`src/rtl/dac124_pkg.sv`:
```
`default_nettype none
// ============================================================================
//  Module      : dac124_pkg
//  Description : Shared types and widths for the DAC124S085 serial transmitter
//  Revision    : 1.0  initial release
// ============================================================================
package dac124_pkg;

   localparam int DAC124_WORD_W    = 16;
   localparam int DAC124_BIT_CNT_W = 4;

   typedef enum logic [2:0] {
      IDLE     = 3'd0,
      LEAD     = 3'd1,
      SHIFT_LO = 3'd2,
      SHIFT_HI = 3'd3,
      GAP      = 3'd4
   } dac124_state_t;

endpackage
`default_nettype wire

```
`src/rtl/dac124_div_tick.sv`:
```
`default_nettype none
// ============================================================================
//  Module      : dac124_div_tick
//  Description : Half-period timer; one-cycle tick every CLK_DIV clocks,
//                restarted whenever the transmitter enters a new state
//  Revision    : 1.0  initial release
// ============================================================================
module dac124_div_tick #(
   parameter int CLK_DIV = 4
) (
   input  logic clk,
   input  logic rst,
   input  logic clear,
   output logic tick
);

   localparam int                 CNT_W    = (CLK_DIV > 2) ? $clog2(CLK_DIV) : 1;
   localparam logic [CNT_W-1:0]   CNT_LAST = CNT_W'(CLK_DIV - 1);

   logic [CNT_W-1:0] cnt_q;

   // Count system clocks inside the current half-period; restart on state entry
   always_ff @(posedge clk or posedge rst) begin
      if (rst) begin
         cnt_q <= '0;
      end else if (clear || tick) begin
         cnt_q <= '0;
      end else begin
         cnt_q <= cnt_q + 1'b1;
      end
   end

   // Tick on the last clock of the half-period so the FSM moves on the next edge
   assign tick = (cnt_q == CNT_LAST);

endmodule
`default_nettype wire

```
`src/rtl/dac124_spi_tx.sv`:
```
`default_nettype none
// ============================================================================
//  Module      : dac124_spi_tx
//  Description : Shifts one 16-bit command word per request onto the
//                DAC124S085 SYNC_N/SCLK/DIN interface, MSB first, and pulses
//                config_end when the frame has closed
//  Revision    : 1.0  initial release
// ============================================================================
module dac124_spi_tx
   import dac124_pkg::*;
#(
   parameter int CLK_DIV  = 4,
   parameter int SYNC_GAP = 2
) (
   input  logic                     clk,
   input  logic                     rst,
   input  logic                     config_en,
   input  logic [DAC124_WORD_W-1:0] config_data,
   output logic                     config_end,
   output logic                     busy,
   output logic                     dac_sync_n,
   output logic                     dac_sclk,
   output logic                     dac_din
);

   generate
      if (CLK_DIV < 2) begin : g_bad_clk_div
         $error("dac124_spi_tx: CLK_DIV must be >= 2");
      end
      if (SYNC_GAP < 1) begin : g_bad_sync_gap
         $error("dac124_spi_tx: SYNC_GAP must be >= 1");
      end
   endgenerate

   localparam int               GAP_W    = (SYNC_GAP > 1) ? $clog2(SYNC_GAP) : 1;
   localparam logic [GAP_W-1:0] GAP_LAST = GAP_W'(SYNC_GAP - 1);

   dac124_state_t               state_q,   state_d;
   logic [DAC124_WORD_W-1:0]    shreg_q,   shreg_d;
   logic [DAC124_BIT_CNT_W-1:0] bit_cnt_q, bit_cnt_d;
   logic [GAP_W-1:0]            gap_cnt_q, gap_cnt_d;
   logic                        sync_n_q,  sync_n_d;
   logic                        sclk_q,    sclk_d;
   logic                        din_q,     din_d;
   logic                        end_q,     end_d;
   logic                        busy_q,    busy_d;
   logic                        tick;
   logic                        state_entry;

   // Timer restarts on every state change so each phase lasts exactly CLK_DIV clocks
   assign state_entry = (state_d != state_q);

   dac124_div_tick #(
      .CLK_DIV (CLK_DIV)
   ) u_div_tick (
      .clk   (clk),
      .rst   (rst),
      .clear (state_entry),
      .tick  (tick)
   );

   // State and registered-output flops; reset drives the DAC pins idle at once
   always_ff @(posedge clk or posedge rst) begin
      if (rst) begin
         state_q   <= IDLE;
         shreg_q   <= '0;
         bit_cnt_q <= '0;
         gap_cnt_q <= '0;
         sync_n_q  <= 1'b1;
         sclk_q    <= 1'b1;
         din_q     <= 1'b0;
         end_q     <= 1'b0;
         busy_q    <= 1'b0;
      end else begin
         state_q   <= state_d;
         shreg_q   <= shreg_d;
         bit_cnt_q <= bit_cnt_d;
         gap_cnt_q <= gap_cnt_d;
         sync_n_q  <= sync_n_d;
         sclk_q    <= sclk_d;
         din_q     <= din_d;
         end_q     <= end_d;
         busy_q    <= busy_d;
      end
   end

   // Next-state and next-output logic; pins only change on phase boundaries
   always_comb begin
      state_d   = state_q;
      shreg_d   = shreg_q;
      bit_cnt_d = bit_cnt_q;
      gap_cnt_d = gap_cnt_q;
      sync_n_d  = sync_n_q;
      sclk_d    = sclk_q;
      din_d     = din_q;
      end_d     = 1'b0;
      busy_d    = busy_q;

      unique case (state_q)
         IDLE: begin
            if (config_en) begin
               state_d   = LEAD;
               shreg_d   = config_data;
               bit_cnt_d = '0;
               sync_n_d  = 1'b0;
               sclk_d    = 1'b1;
               din_d     = config_data[DAC124_WORD_W-1];
               busy_d    = 1'b1;
            end
         end
         LEAD: begin
            if (tick) begin
               state_d = SHIFT_LO;
               sclk_d  = 1'b0;
            end
         end
         SHIFT_LO: begin
            // Rising SCLK: DAC has sampled the current bit, present the next one
            if (tick) begin
               state_d   = SHIFT_HI;
               sclk_d    = 1'b1;
               shreg_d   = {shreg_q[DAC124_WORD_W-2:0], 1'b0};
               din_d     = (bit_cnt_q == {DAC124_BIT_CNT_W{1'b1}}) ? 1'b0
                                                                   : shreg_q[DAC124_WORD_W-2];
               bit_cnt_d = bit_cnt_q + 1'b1;
            end
         end
         SHIFT_HI: begin
            // Counter has wrapped after the 16th rising edge: close the frame
            if (tick) begin
               if (bit_cnt_q == '0) begin
                  state_d   = GAP;
                  sync_n_d  = 1'b1;
                  end_d     = 1'b1;
                  gap_cnt_d = '0;
               end else begin
                  state_d = SHIFT_LO;
                  sclk_d  = 1'b0;
               end
            end
         end
         GAP: begin
            if (gap_cnt_q == GAP_LAST) begin
               state_d = IDLE;
               busy_d  = 1'b0;
            end else begin
               gap_cnt_d = gap_cnt_q + 1'b1;
            end
         end
         default: begin
            state_d = IDLE;
         end
      endcase
   end

   assign config_end = end_q;
   assign busy       = busy_q;
   assign dac_sync_n = sync_n_q;
   assign dac_sclk   = sclk_q;
   assign dac_din    = din_q;

endmodule
`default_nettype wire

```
`config.mk`:
```
export PLATFORM = sky130hd
export DESIGN_NAME = dac124_spi_tx
export DESIGN_NICKNAME = d
export VERILOG_FILES = /design/src/rtl/dac124_pkg.sv /design/src/rtl/dac124_div_tick.sv /design/src/rtl/dac124_spi_tx.sv
export SDC_FILE = /design/constraint.sdc
export NUM_CORES = 1
export LEC_CHECK = 0
export CAP_MARGIN = 20
export CORE_MARGIN = 2
export CORE_UTILIZATION = 35
export CTS_BUF_LIST = sky130_fd_sc_hd__clkbuf_2
export CTS_CLUSTER_DIAMETER = 120
export CTS_CLUSTER_SIZE = 20
export DETAILED_ROUTE_END_ITERATION = 10
export GPL_TIMING_DRIVEN = 0
export PLACE_DENSITY = 0.63
export RECOVER_POWER = 50
export SLEW_MARGIN = 0
export SYNTH_ARGS = -nofsm -noshare
export SYNTH_HDL_FRONTEND = slang
export SYNTH_SLANG_ARGS = --single-unit
```
`constraint.sdc`:
```
create_clock -name clk -period 1.92 [get_ports clk]
set_clock_uncertainty 0.05 [all_clocks]
set_input_delay 0.288 -clock clk [delete_from_list [all_inputs] [get_ports clk]]
set_output_delay 0.288 -clock clk [all_outputs]
set_load 0.01 [all_outputs]
```
==> results.md <==
Global route:
- The initial antenna violation count was 0.
- Global routing finished with a remaining overflow of 0.
- The via count of the first global-routing pass was 1,171.
- The maximum number of pins on one net before global-route repair is 21.
- Global routing used 14.0% of the available tracks.
- The first global-routing pass estimated 5370 um of wire.

Synthesis:
- In this run the mean area of a mapped cell was 11.0 um^2.
- The fraction of the yosys area taken by sequential cells is between 40% and 50%.
- The post-synth design cell area is 0.00153 mm^2.
- In the synthesized netlist, the cells that appear most often are sky130_fd_sc_hd__dfrtp_1, sky130_fd_sc_hd__o21ai_0, sky130_fd_sc_hd__mux2_1, sky130_fd_sc_hd__mux2i_1, sky130_fd_sc_hd__o21ai_1.
- The top flip-flop cell by instance count after synthesis is sky130_fd_sc_hd__dfrtp_1.
- The cell type contributing the most total cell area after synthesis is sky130_fd_sc_hd__dfrtp_1.
- The async set-reset flop share out of synthesis is 100%.
- Yosys instantiated no cell more often than sky130_fd_sc_hd__dfrtp_1.
- The number of synthesis warnings is 0.
- Synthesis produced a netlist whose cell count is 140.
- The number of nets in the synthesized netlist is 163.
- The synthesized design devotes to its leading area cell type 45.7% of total area.
- Counting flops with a built-in enable in the synthesized netlist gives 0.
- The post-synthesis sequential element count is 30.
- By area the synthesized netlist is led by sky130_fd_sc_hd__dfrtp_1, sky130_fd_sc_hd__mux2_1, sky130_fd_sc_hd__mux2i_1.
- The number of different library cells used by synthesis comes to 36.

Critical path:
- The critical path goes through clkdlybuf4s50_1.
- The endpoint required time on the critical path is around 1600 ps.
- On the critical path, the stage with the largest delay is an instance of sky130_fd_sc_hd__dfstp_2.
- The number of buffer and inverter instances along the worst setup path is 1.
- The data arrival time at the worst-slack endpoint is 1490 ps.
- STA classifies the critical path startpoint as a flop.
- The largest fanout on the critical path is 4.
- The classification of the worst setup path is flop to primary output.
- The family with the most delay on the worst path is flip-flops.
- STA classifies the critical path endpoint as a primary output.
- The highest cell delay on the worst timing path is 590 ps.

Die:
- The die is 70.2 um tall.
- The overall die width is 70.2 um.
- The region available for standard cell placement spans 0.00429 mm^2.
- The floorplan has 24 rows.
- The initial utilization of the core area, before any placement, comes to 35.7%.
- 24 I/O pins were placed.
- The die covers 0.00493 mm^2.

Job:
- The number of max-capacitance violations reported is 0.

Detailed routing:
- Dividing the detail-routed wire length by the instance count gives between 10 and 15 um.
- In the routed design, unresolved DRC markers number 0.
- The routed layout has about 1,200 vias.
- For this block, the initial DRC count from the detailed router was 42.
- The number of iterations in the first detailed-routing pass is 4.
- The sum of routed wire length over all layers is 3170 um.
- The mean number of vias per cell is between 5 and 6.
- The detail route stage leaves a number of antenna-violating nets equal to 0.

Pwr:
- The internal power is 1.60 mW.
- The overall power is 2.64 mW.
- The net switching power figure is 1.04 mW.
- The portion of total power attributed to sequential cells is 41.3%.
- Net switching is 39.3% of the power.
- VDD sags by at most between 0.5 and 0.6 mV.
- Combinational logic burns 47.6% of the power.
- The share of power burned in the clock network is 11.1%.
- The analysis attributes to cell leakage a power of 0.790 nW.
- The total power per unit cell area is roughly 1400 mW/mm^2.

STA:
- For the pin with the worst max-slew slack, the measured transition is 908 ps.
- Across all setup checks in the final design, the least slack found is 91.6 ps.
- The number of setup violations in the final report is 0.
- The worst slack on hold paths is 273 ps.
- Measured against its own limit, the worst slew margin works out to between 30% and 40%.
- Adding up every negative setup slack in the final design gives 0 ps.
- In the finished design, the share of the clock period the worst path needs comes to 95.2%.
- Based on the critical path, the design can be clocked at up to between 500 and 600 MHz.
- The routed design could run at a clock period as short as 1830 ps.
- The number of failing hold endpoints at the final stage is 0.
- The final-report max-slew violation count is 0.

Layout:
- The final layout contains between 150 and 200 nets.
- Across the whole layout, storage elements account for 753 um^2.
- Summing all multi-input logic gate instances after layout gives approximately 700 um^2.
- The final-layout fill cell count is 412.
- The share of layout cells above drive strength 1 is 9.30%.
- The number of antenna diodes in the final layout is 0.
- The signed area change from the synthesized netlist to the final layout is 22.6%.

Clocking:
- After clock tree synthesis, the flow added hold-fix buffers numbering 0.
- TritonCTS created 5 clock buffers.
- The total number of clock tree sinks is 30.
- The maximum number of buffers from clock root to sink is 2.
- The H-tree generated during clock tree synthesis spans 2 levels.
- The clock root buffer is sky130_fd_sc_hd__clkbuf_2.
- The later pin in the worst-skew pair is clocked with a latency of 370 ps.
- After clock tree synthesis, the clock-pin slew on the worst setup and hold paths is 150 ps.
- The TritonCTS clock tree is done.

Worst hold path:
- The tightest min-delay check is of the primary input to asynchronous set/reset pin type.

Place:
- Port buffering added 23 buffers.
- Summed over all nets, the half-perimeter wirelength after detailed placement is 2280 um.
- The final weighted congestion in routability-driven placement is just under 0.8.
- OpenSTA, run right after detailed placement, puts the worst setup slack at -5.32 ps.

Status:
- The run finished with clean final reports.
final cells by class:
cell class	count	area share, %
sequential	30	40.1
clock inverter	3	0.599
clock buffer	5	1.33
inverter	8	1.60
buffer	8	2.93
timing repair buffer	24	12.9
multi-input combinational	94	37.1
tap	52	3.46
cells by family after synthesis:
family	share of synthesized area, %
AOI/OAI and AO/OA	15.9
DFF	49.1
and+or+nand+nor	12.2
muxes	13.9
buffers and inverters	5.63
adders and majority gates	3.26
registers in the layout, summed over array words and instances, names as in the netlist:
| register | count |
|---|---|
| shreg_q | 15 |
| dac_sclk | 1 |
| gap_cnt_q | 1 |
| u_div_tick.cnt_q | 2 |
| dac_sync_n | 1 |
| bit_cnt_q | 4 |
| busy | 1 |
| state_q | 3 |
| config_end | 1 |
| dac_din | 1 |
final timing paths:
path                                startpoint                   to  slack, ps  depth (start not counted)
setup / recovery                      dac_sclk             dac_sclk         90                          1
hold / removal                             rst                 busy        270                          2
setup reg to reg           u_div_tick.cnt_q[0]           shreg_q[9]        120                          5
hold reg to reg            u_div_tick.cnt_q[0]  u_div_tick.cnt_q[0]        450                          1
max in group asynchronous                  rst           shreg_q[9]        290                          3
min in group clk           u_div_tick.cnt_q[0]  u_div_tick.cnt_q[0]        450                          1
metrics by stage:
stage / util, % / instances / cell area, um^2
6_report: 43.8 / 224 / 1880
5_1_grt: 43.8 / 224 / 1880
4_1_cts: 44.1 / 224 / 1890
3_5_place_dp: 43.2 / 216 / 1860
3_3_place_gp: 42.6 / 215 / 1830
2_1_floorplan: - / 140 / 1530
placed cells by master (no fill, tap or decap), drive strengths merged, types with 2 or more instances in the layout:
cell and count:
dfrtp 28, o21ai 24, clkdlybuf4s50 22, mux2 10, mux2i 10, inv 8, clkbuf 8, a21oi 7
buf 5, nand3 4, ha 4, nor2 4, nor3b 4, nand2b 3, nand2 3, nor3 3
clkinv 3, or2 2, or3 2, o21bai 2, dfstp 2
routing by layer:
layer | GRT usage (%) | wire (um)
met1 | 17.7 | 1500
met2 | 21.5 | 1430
met3 | 3.75 | 133
met4 | 8.33 | 102
met5 | 0 | 0
what timing repair did:
action | CTS | global route
resized for setup | 0 | 1
setup endpoints to repair | 0 | 10
buffers inserted | 0 | 0
power by group through the flow:
stage	clock [mW]	combinational (mW)	sequential [mW]
floorplan	0	0.936	1.07
global placement	0	1.22	1.08
detailed placement	0	1.27	1.10
CTS	0.306	1.28	1.09
global route	0.327	1.42	1.12
finish	0.293	1.26	1.09
Note: power is estimated with default switching activity, not from simulation.
